## src/rtl/k007452_div.sv

```systemverilog
// 16/16 unsigned restoring divider with an 8-bit register bus.
// Writes to address 5 start or restart a 16-cycle division; results are read back combinationally.
module k007452_div #(
    parameter logic [15:0] ZDIV_Q = 16'hFFFF
) (
    input  logic       CLK,
    input  logic       RES,
    input  logic       CS,
    input  logic [2:0] AB_L,
    input  logic       WR,
    input  logic       RD,
    input  logic [7:0] DB_IN,
    output logic [7:0] DB_OUT,
    output logic       DB_OE,
    output logic       BUSY
);

    logic        wr_prev;
    logic [15:0] dvd_op;
    logic [15:0] dvs_op;
    logic [15:0] wk_q;
    logic [15:0] wk_dvs;
    logic [15:0] wk_rem;
    logic [3:0]  step;
    logic [15:0] quot;
    logic [15:0] rem;
    logic [31:0] step_res;
    logic        wr_take;
    logic        start;

    // One restoring step: returns {next remainder, next dividend/quotient shift register}.
    // The 17-bit trial keeps the compare exact for divisors above 0x7FFF.
    function automatic logic [31:0] div_step(input logic [15:0] r,
                                              input logic [15:0] qd,
                                              input logic [15:0] d);
        logic [16:0] trial;
        logic        qbit;
        trial = {r, qd[15]};
        qbit  = 1'b0;
        if (trial >= {1'b0, d}) begin
            trial = trial - {1'b0, d};
            qbit  = 1'b1;
        end
        return {trial[15:0], qd[14:0], qbit};
    endfunction

    assign wr_take = !CS && !WR && wr_prev;
    assign start   = wr_take && (AB_L == 3'd5);

    always_comb begin
        step_res = div_step(wk_rem, wk_q, wk_dvs);
    end

    always_ff @(posedge CLK or negedge RES) begin
        if (!RES) begin
            wr_prev <= 1'b1;
            dvd_op  <= '0;
            dvs_op  <= '0;
            wk_q    <= '0;
            wk_dvs  <= '0;
            wk_rem  <= '0;
            step    <= '0;
            quot    <= '0;
            rem     <= '0;
            BUSY    <= 1'b0;
        end else begin
            wr_prev <= WR;
            if (wr_take) begin
                case (AB_L)
                    3'd2:    dvd_op[7:0]  <= DB_IN;
                    3'd3:    dvd_op[15:8] <= DB_IN;
                    3'd4:    dvs_op[7:0]  <= DB_IN;
                    3'd5:    dvs_op[15:8] <= DB_IN;
                    default: ;
                endcase
            end
            // A start always wins over an iteration, which gives abort-and-restart for free.
            if (start) begin
                wk_q   <= dvd_op;
                wk_dvs <= {DB_IN, dvs_op[7:0]};
                wk_rem <= '0;
                step   <= '0;
                BUSY   <= 1'b1;
            end else if (BUSY) begin
                {wk_rem, wk_q} <= step_res;
                step           <= step + 4'd1;
                if (step == 4'd15) begin
                    BUSY <= 1'b0;
                    quot <= (wk_dvs == 16'd0) ? ZDIV_Q : step_res[15:0];
                    rem  <= step_res[31:16];
                end
            end
        end
    end

    always_comb begin
        DB_OUT = 8'h00;
        DB_OE  = 1'b0;
        if (!CS && !RD) begin
            case (AB_L)
                3'd2:    begin DB_OUT = quot[7:0];  DB_OE = 1'b1; end
                3'd3:    begin DB_OUT = quot[15:8]; DB_OE = 1'b1; end
                3'd4:    begin DB_OUT = rem[7:0];   DB_OE = 1'b1; end
                3'd5:    begin DB_OUT = rem[15:8];  DB_OE = 1'b1; end
                default: ;
            endcase
        end
    end

endmodule

```

## config.mk

```make
export PLATFORM = sky130hd
export DESIGN_NAME = k007452_div
export DESIGN_NICKNAME = d
export VERILOG_FILES = /design/src/rtl/k007452_div.sv
export SDC_FILE = /design/constraint.sdc
export NUM_CORES = 1
export LEC_CHECK = 0
export BUFFER_PORTS_ARGS = -buffer_cell sky130_fd_sc_hd__buf_2
export CORE_AREA = 5 5 146 148
export DETAILED_ROUTE_END_ITERATION = 7
export DIE_AREA = 0 0 151 153
export MAX_ROUTING_LAYER = met4
export PLACE_DENSITY_LB_ADDON = 0.08
export REMOVE_ABC_BUFFERS = 1
export SLEW_MARGIN = 20
export SYNTH_ARGS = -nofsm -noshare
export SYNTH_HDL_FRONTEND = slang
export SYNTH_SLANG_ARGS = --single-unit
```

## constraint.sdc

```tcl
create_clock -name CLK -period 2.5 [get_ports CLK]
set_clock_uncertainty 0.2 [all_clocks]
set_input_delay 0.25 -clock CLK [delete_from_list [all_inputs] [get_ports CLK]]
set_output_delay 0.25 -clock CLK [all_outputs]
set_load 0.01 [all_outputs]
```

==> results of run 1 <==
cell families (layout without fill, tap and decap cells):
kind of cell	after synthesis	in the layout	share of synthesized area [%]
xor+xnor	11	11	1.662
flops	110	110	47.51
fa+ha+maj	18	18	4.015
mux	66	66	12.00
simple gates	148	148	11.68
compound gates	163	163	18.39
buf+inv	60	203	4.748
cells in the mapped netlist, drive strengths merged (4+ instances only):
library cell | n | area, µm²
a211oi | 5 | 42.54
nand4 | 5 | 31.28
nor2 | 27 | 101.4
nor2b | 4 | 25.02
and2 | 4 | 25.02
xnor2 | 7 | 61.31
mux2i | 41 | 410.4
nand2 | 72 | 272.8
nor4 | 5 | 31.28
a31oi | 5 | 31.28
nand3 | 13 | 65.06
inv | 23 | 86.33
and3 | 4 | 25.02
a21oi | 27 | 153.9
ha | 17 | 212.7
clkbuf | 23 | 86.33
o22a | 24 | 210.2
nand2b | 7 | 43.79
buf | 14 | 102.6
dfrtp | 109 | 2728
xor2 | 4 | 35.03
mux2 | 25 | 285.3
o21ai | 70 | 350.3
per-stage QoR:
stage / TNS (ps) / setup WS, ps / cells / cell area [µm²] / utilization [%]
after floorplan: -21800 / -589.2 / 539 / 5608 / -
after global placement: -7926 / -391.1 / 935 / 6872 / 34.51
after detailed placement: -9114 / -441.8 / 935 / 6872 / 34.51
after CTS: -3132 / -167.1 / 984 / 7894 / 39.65
after global routing: -10410 / -389.7 / 989 / 8039 / 40.38
final: -6418 / -275.0 / 989 / 8039 / 40.38
report_power, final:
part | leakage (nW) | total [mW] | switching (mW) | internal (mW)
Combinational | 2.05 | 6.94 | 3.27 | 3.67
Clock | 0.158 | 1.57 | 0.756 | 0.811
Sequential | 1.29 | 2.88 | 0.495 | 2.38
state kept, by name, indices dropped and copies added, names as in the netlist:
signal   flops
dvd_op      16
quot        16
rem         16
wk_dvs      16
wk_q        16
wk_rem      16
dvs_op       8
step         4
BUSY         1
wr_prev      1
cells in the final DEF, fill, tap and decap left out, types with 7 or more instances in the layout:
master	count
o21ai_0	53
clkbuf_16	9
o21ai_1	13
dfrtp_1	107
inv_1	13
mux2_2	24
a21oi_1	18
nor2_1	25
a21oi_2	8
inv_2	10
dlygate4sd3_1	7
mux2i_4	8
mux2i_1	32
nand3_1	10
buf_4	121
o22a_1	24
nand2_1	68
ha_4	12
buf_2	24
final cells by class:
class	count	area [µm²]	area share, %
Clock inverter	7	100.1	1.245
Timing Repair Buffer	164	1309	16.28
Clock buffer	9	225.2	2.802
Inverter	23	86.33	1.074
Tap cell	270	337.8	4.202
Sequential cell	110	2756	34.29
Multi-Input combinational cell	406	3224	40.11
timing repair:
| action | CTS | global route |
|---|---|---|
| hold endpoints to repair | 70 | 0 |
| hold buffers | 7 | 0 |
| setup buffers | 23 | 5 |
| setup endpoints to repair | 34 | 34 |
| gates resized for setup | 72 | 21 |
| pin swaps | 27 | 21 |
| cloned | 3 | 0 |
critical path, cell delays in order, from the launching register on:
cell and delay [ps]:
dfrtp_2 450, ha_4 300, nand4_1 190, nor4_4 340, buf_4 160, or2_1 110
o31a_1 200, buf_4 160, buf_16 130, mux2i_4 290, a21oi_1 100
worst max path at each step:
stage / from / endpoint / slack, ps / cells past startpoint
after floorplan: BUSY / quot[0] / -590 / 3
after global placement: wk_rem[5] / wk_rem[8] / -390 / 9
after detailed placement: wk_dvs[6] / wk_rem[8] / -440 / 10
after CTS: wk_dvs[11] / wk_rem[4] / -170 / 11
after global routing: wk_rem[5] / rem[15] / -390 / 11
final: wk_rem[5] / wk_rem[9] / -280 / 10
layer usage:
metal	vias up	track usage, %	wire [µm]
li1	2350	-	-
met5	-	-	0
met2	81	24.35	8143
met1	2375	24.51	9284
met3	17	2.310	521
met4	0	3.411	212
==> impl_metrics.tcl, run 1 <==
set metrics [dict create \
    outcome "finished, violations left" \
    violations "negative setup slack" \
    grt_max_degree 60 \
    grt_pass1_wl_um 28610 \
    synthToLayoutAreaGrowth_pct 38.68 \
    final_nets 748 \
    worstSetupStartpointType "flop" \
    gp_congestion 0.8409 \
    avgSynthCellArea_um2 10.06 \
    dieArea_mm2 0.02310 \
    ctsLongestPathBuffers 2 \
    ys_ff_latch 110 \
    arrival_ps 2790 \
    ys.flop_type "dfrtp_1" \
    routed_via_density 4.877 \
    criticalPathCategory "flop to flop" \
    whs_ps 12.30 \
    leakagePower_nw 3.499 \
    rr_endpoint "wk_rem[9]" \
    drcViolationCount 0 \
    syn-cell-area_mm2 0.005797 \
    setup_viol 34 \
    route.antenna.remaining_nets 0 \
    dp_hpwl_um 12960 \
    rsz0062_at_grt "yes" \
    holdPathStages 3 \
    r2r-start "wk_rem[5]" \
    fp.dieW_um 151 \
    powerDensity_mw_per_mm2 1416 \
    io_pins 26 \
    antennaDiodeCount 0 \
    cap_violations 0 \
    first_iter_violations 302 \
    die_h_um 153 \
    clkLatencyLatePin_ps 360 \
    initial_core_util_pct 29.12 \
    crit_fanout 5 \
    antenna_found_initial 0 \
    synthDistinctLibCells 58 \
    drive_gt1_share_pct 37.69 \
    cts_sinks 110 \
    worstSetupEndpointType "flop" \
    root_buffer "clkbuf_16" \
    post-route-min-period_ps 2775 \
    vdd_ir_drop_max_mv 0.4758 \
    syn_inst 576 \
    fmax_mhz 360.4 \
    drtPass1Iterations 4 \
    htree_levels 3 \
    n_fill_cell 2003 \
    drv_slew 0 \
    finalCritPeriodShare_pct 111.0 \
    fin_total_pwr_mw 11.38 \
    grt_pass1_vias 4890 \
    rows 52 \
    clkTransAtPathRegs_ps 80 \
    relSlewSlack_pct 62.68 \
    portBuffers 25 \
    globalRouteOverflowTotal 0 \
    worstMarginPinSlew_ps 558.5 \
    ys_seq_area_share_pct 47.51 \
    dr_total_vias 4823 \
    drt_wl_total_um 18160 \
    rrSetupSlack_ps -280 \
    cts_tree "built" \
    rr_worst_depth 10 \
    synthArstFlopShare_pct 100.0 \
    yosysWarningCount 0 \
    hold_start "DB_IN[7]" \
    post_drt_wl_per_cell_um 18.37 \
    grt.total_usage_pct 16.59 \
    finalHoldViolCount 0 \
    synth-edff-count 0 \
    cts-buffers-inserted 9 \
    hp-class "primary input to flop" \
    min_to "wk_dvs[15]" \
    required_ps 2520 \
    fin_ws_ps -275.0 \
    fp.coreArea_mm2 0.01991 \
]
Power figures use the tool's default switching activity.
==> inputs of run 2 (changes only) <==
--- a/config.mk
+++ b/config.mk
@@ -11,7 +11,6 @@
 export DIE_AREA = 0 0 151 153
 export MAX_ROUTING_LAYER = met4
 export PLACE_DENSITY_LB_ADDON = 0.08
-export REMOVE_ABC_BUFFERS = 1
 export SLEW_MARGIN = 20
 export SYNTH_ARGS = -nofsm -noshare
 export SYNTH_HDL_FRONTEND = slang
==> impl_metrics.tcl, run 2 (synthesis results as in run 1) <==
set metrics [dict create \
    arrival_ps 2630 \
    setup_viol 23 \
    criticalPathCategory "flop to flop" \
    routed_via_density 4.808 \
    antennaDiodeCount 0 \
    fmax_mhz 382.4 \
    synthToLayoutAreaGrowth_pct 34.38 \
    clkTransAtPathRegs_ps 70 \
    cts_sinks 110 \
    postPlaceCellArea_mm2 0.006923 \
    fin_area_mm2 0.007790 \
    worstSetupEndpointType "flop" \
    rsz0062_at_grt "yes" \
    cts_tree "built" \
    antenna_found_initial 0 \
    leakagePower_nw 3.387 \
    path_cells "ha_4 -> nor2_1 -> a211o_1 -> a211oi_4 -> o31a_1 -> buf_6 -> mux2i_4 -> a21oi_2" \
    first_iter_violations 325 \
    gp_congestion 0.8619 \
    htree_levels 3 \
    drt_wl_total_um 17910 \
    crit_fanout 5 \
    grt.total_usage_pct 16.49 \
    globalRouteOverflowTotal 0 \
    post_drt_wl_per_cell_um 18.25 \
    cts-buffers-inserted 9 \
    cp_slowest_cell "dfrtp_1" \
    hp-class "primary input to flop" \
    drv_slew 0 \
    initial_core_util_pct 29.12 \
    io_pins 26 \
    dp_hpwl_um 13130 \
    fp.dieW_um 151 \
    syn-num-nets 610 \
    fin_ws_ps -115.3 \
    drive_gt1_share_pct 36.85 \
    finalCritPeriodShare_pct 104.6 \
    portBuffers 25 \
    post-route-min-period_ps 2615 \
    required_ps 2520 \
    die_h_um 153 \
    most-common-layout-cells "buf_4 (121), dfrtp_1 (107), nand2_1 (70)" \
    dieArea_mm2 0.02310 \
    outcome "finished, violations left" \
    clkLatencyLatePin_ps 350 \
    whs_ps 21.76 \
    root_buffer "clkbuf_16" \
    grt_pass1_vias 4846 \
    dp_worst_setup_slack_ps -400.4 \
    powerDensity_mw_per_mm2 1336 \
    mostFrequentLayoutCell "buf_4" \
    grt_pass1_wl_um 28370 \
    relSlewSlack_pct 58.99 \
    violations "negative setup slack" \
    grt_max_degree 64 \
    route.antenna.remaining_nets 0 \
    worstSetupStartpointType "flop" \
    fin_setup_tns_ps -1608 \
    worstMarginPinSlew_ps 615.1 \
    cpPeakStageDelay_ps 450 \
    drtPass1Iterations 4 \
    cap_violations 0 \
    ctsLongestPathBuffers 2 \
    vdd_ir_drop_max_mv 0.4006 \
    rows 52 \
    drcViolationCount 0 \
    fp.coreArea_mm2 0.01991 \
    finalHoldViolCount 0 \
    final_nets 740 \
    dr_total_vias 4717 \
    fin_total_pwr_mw 10.41 \
]
-- run 2: critical path: cells and delay by family (launching register included) --
kind / cells / cell delay, ps
AO/OA/AOI/OAI: 4 / 990
multiplexers: 1 / 290
flip-flops: 1 / 450
AND/OR/NAND/NOR: 1 / 50
adder cells (fa/ha/maj): 1 / 310
buffers and inverters: 1 / 190
-- run 2: repair_timing --
action	CTS	global route
pin swaps	26	16
endpoints found under the hold margin	49	0
gates resized for setup	65	16
hold buffers	6	0
buffers inserted	19	3
setup endpoints to repair	34	34
cloned	1	0
-- run 2: layout make-up --
cell class | count | area [µm²]
Fill cell | 2018 | 12120
Multi-Input combinational cell | 406 | 3162
Sequential cell | 110 | 2756
Timing Repair Buffer | 156 | 1171
Tap cell | 270 | 337.8
Clock buffer | 10 | 229.0
Inverter | 23 | 86.33
Clock inverter | 6 | 47.55
-- run 2: metal layers --
layer | wire length [µm] | vias to the layer above | GRT usage (%)
met4 | 191 | 0 | 3.670
met2 | 8099 | 68 | 24.39
met1 | 9099 | 2313 | 23.71
met3 | 516 | 9 | 2.843
li1 | - | 2327 | -
met5 | 0 | - | -
-- run 2: metrics by stage --
stage	util, %	cells
after floorplan	-	576
final	39.13	981
after CTS	39.04	982
after global routing	39.13	981
after global placement	34.77	940
after detailed placement	34.77	940
-- run 2: path summary, 6_finish.rpt --
check	startpoint	to	slack [ps]	cells past startpoint
max	wk_rem[1]	wk_rem[3]	-120	8
min	DB_IN[5]	wk_dvs[13]	20	3
max reg2reg	wk_rem[1]	wk_rem[3]	-120	8
min reg2reg	dvs_op[3]	wk_dvs[3]	280	2
max in group asynchronous	RES	rem[12]	1150	3
min in group asynchronous	RES	dvd_op[14]	240	2
-- run 2: where the power goes --
part	internal, mW	switching (mW)
Combinational	3.20	2.92
Sequential	2.38	0.537
Clock	0.686	0.690
Total	6.26	4.15
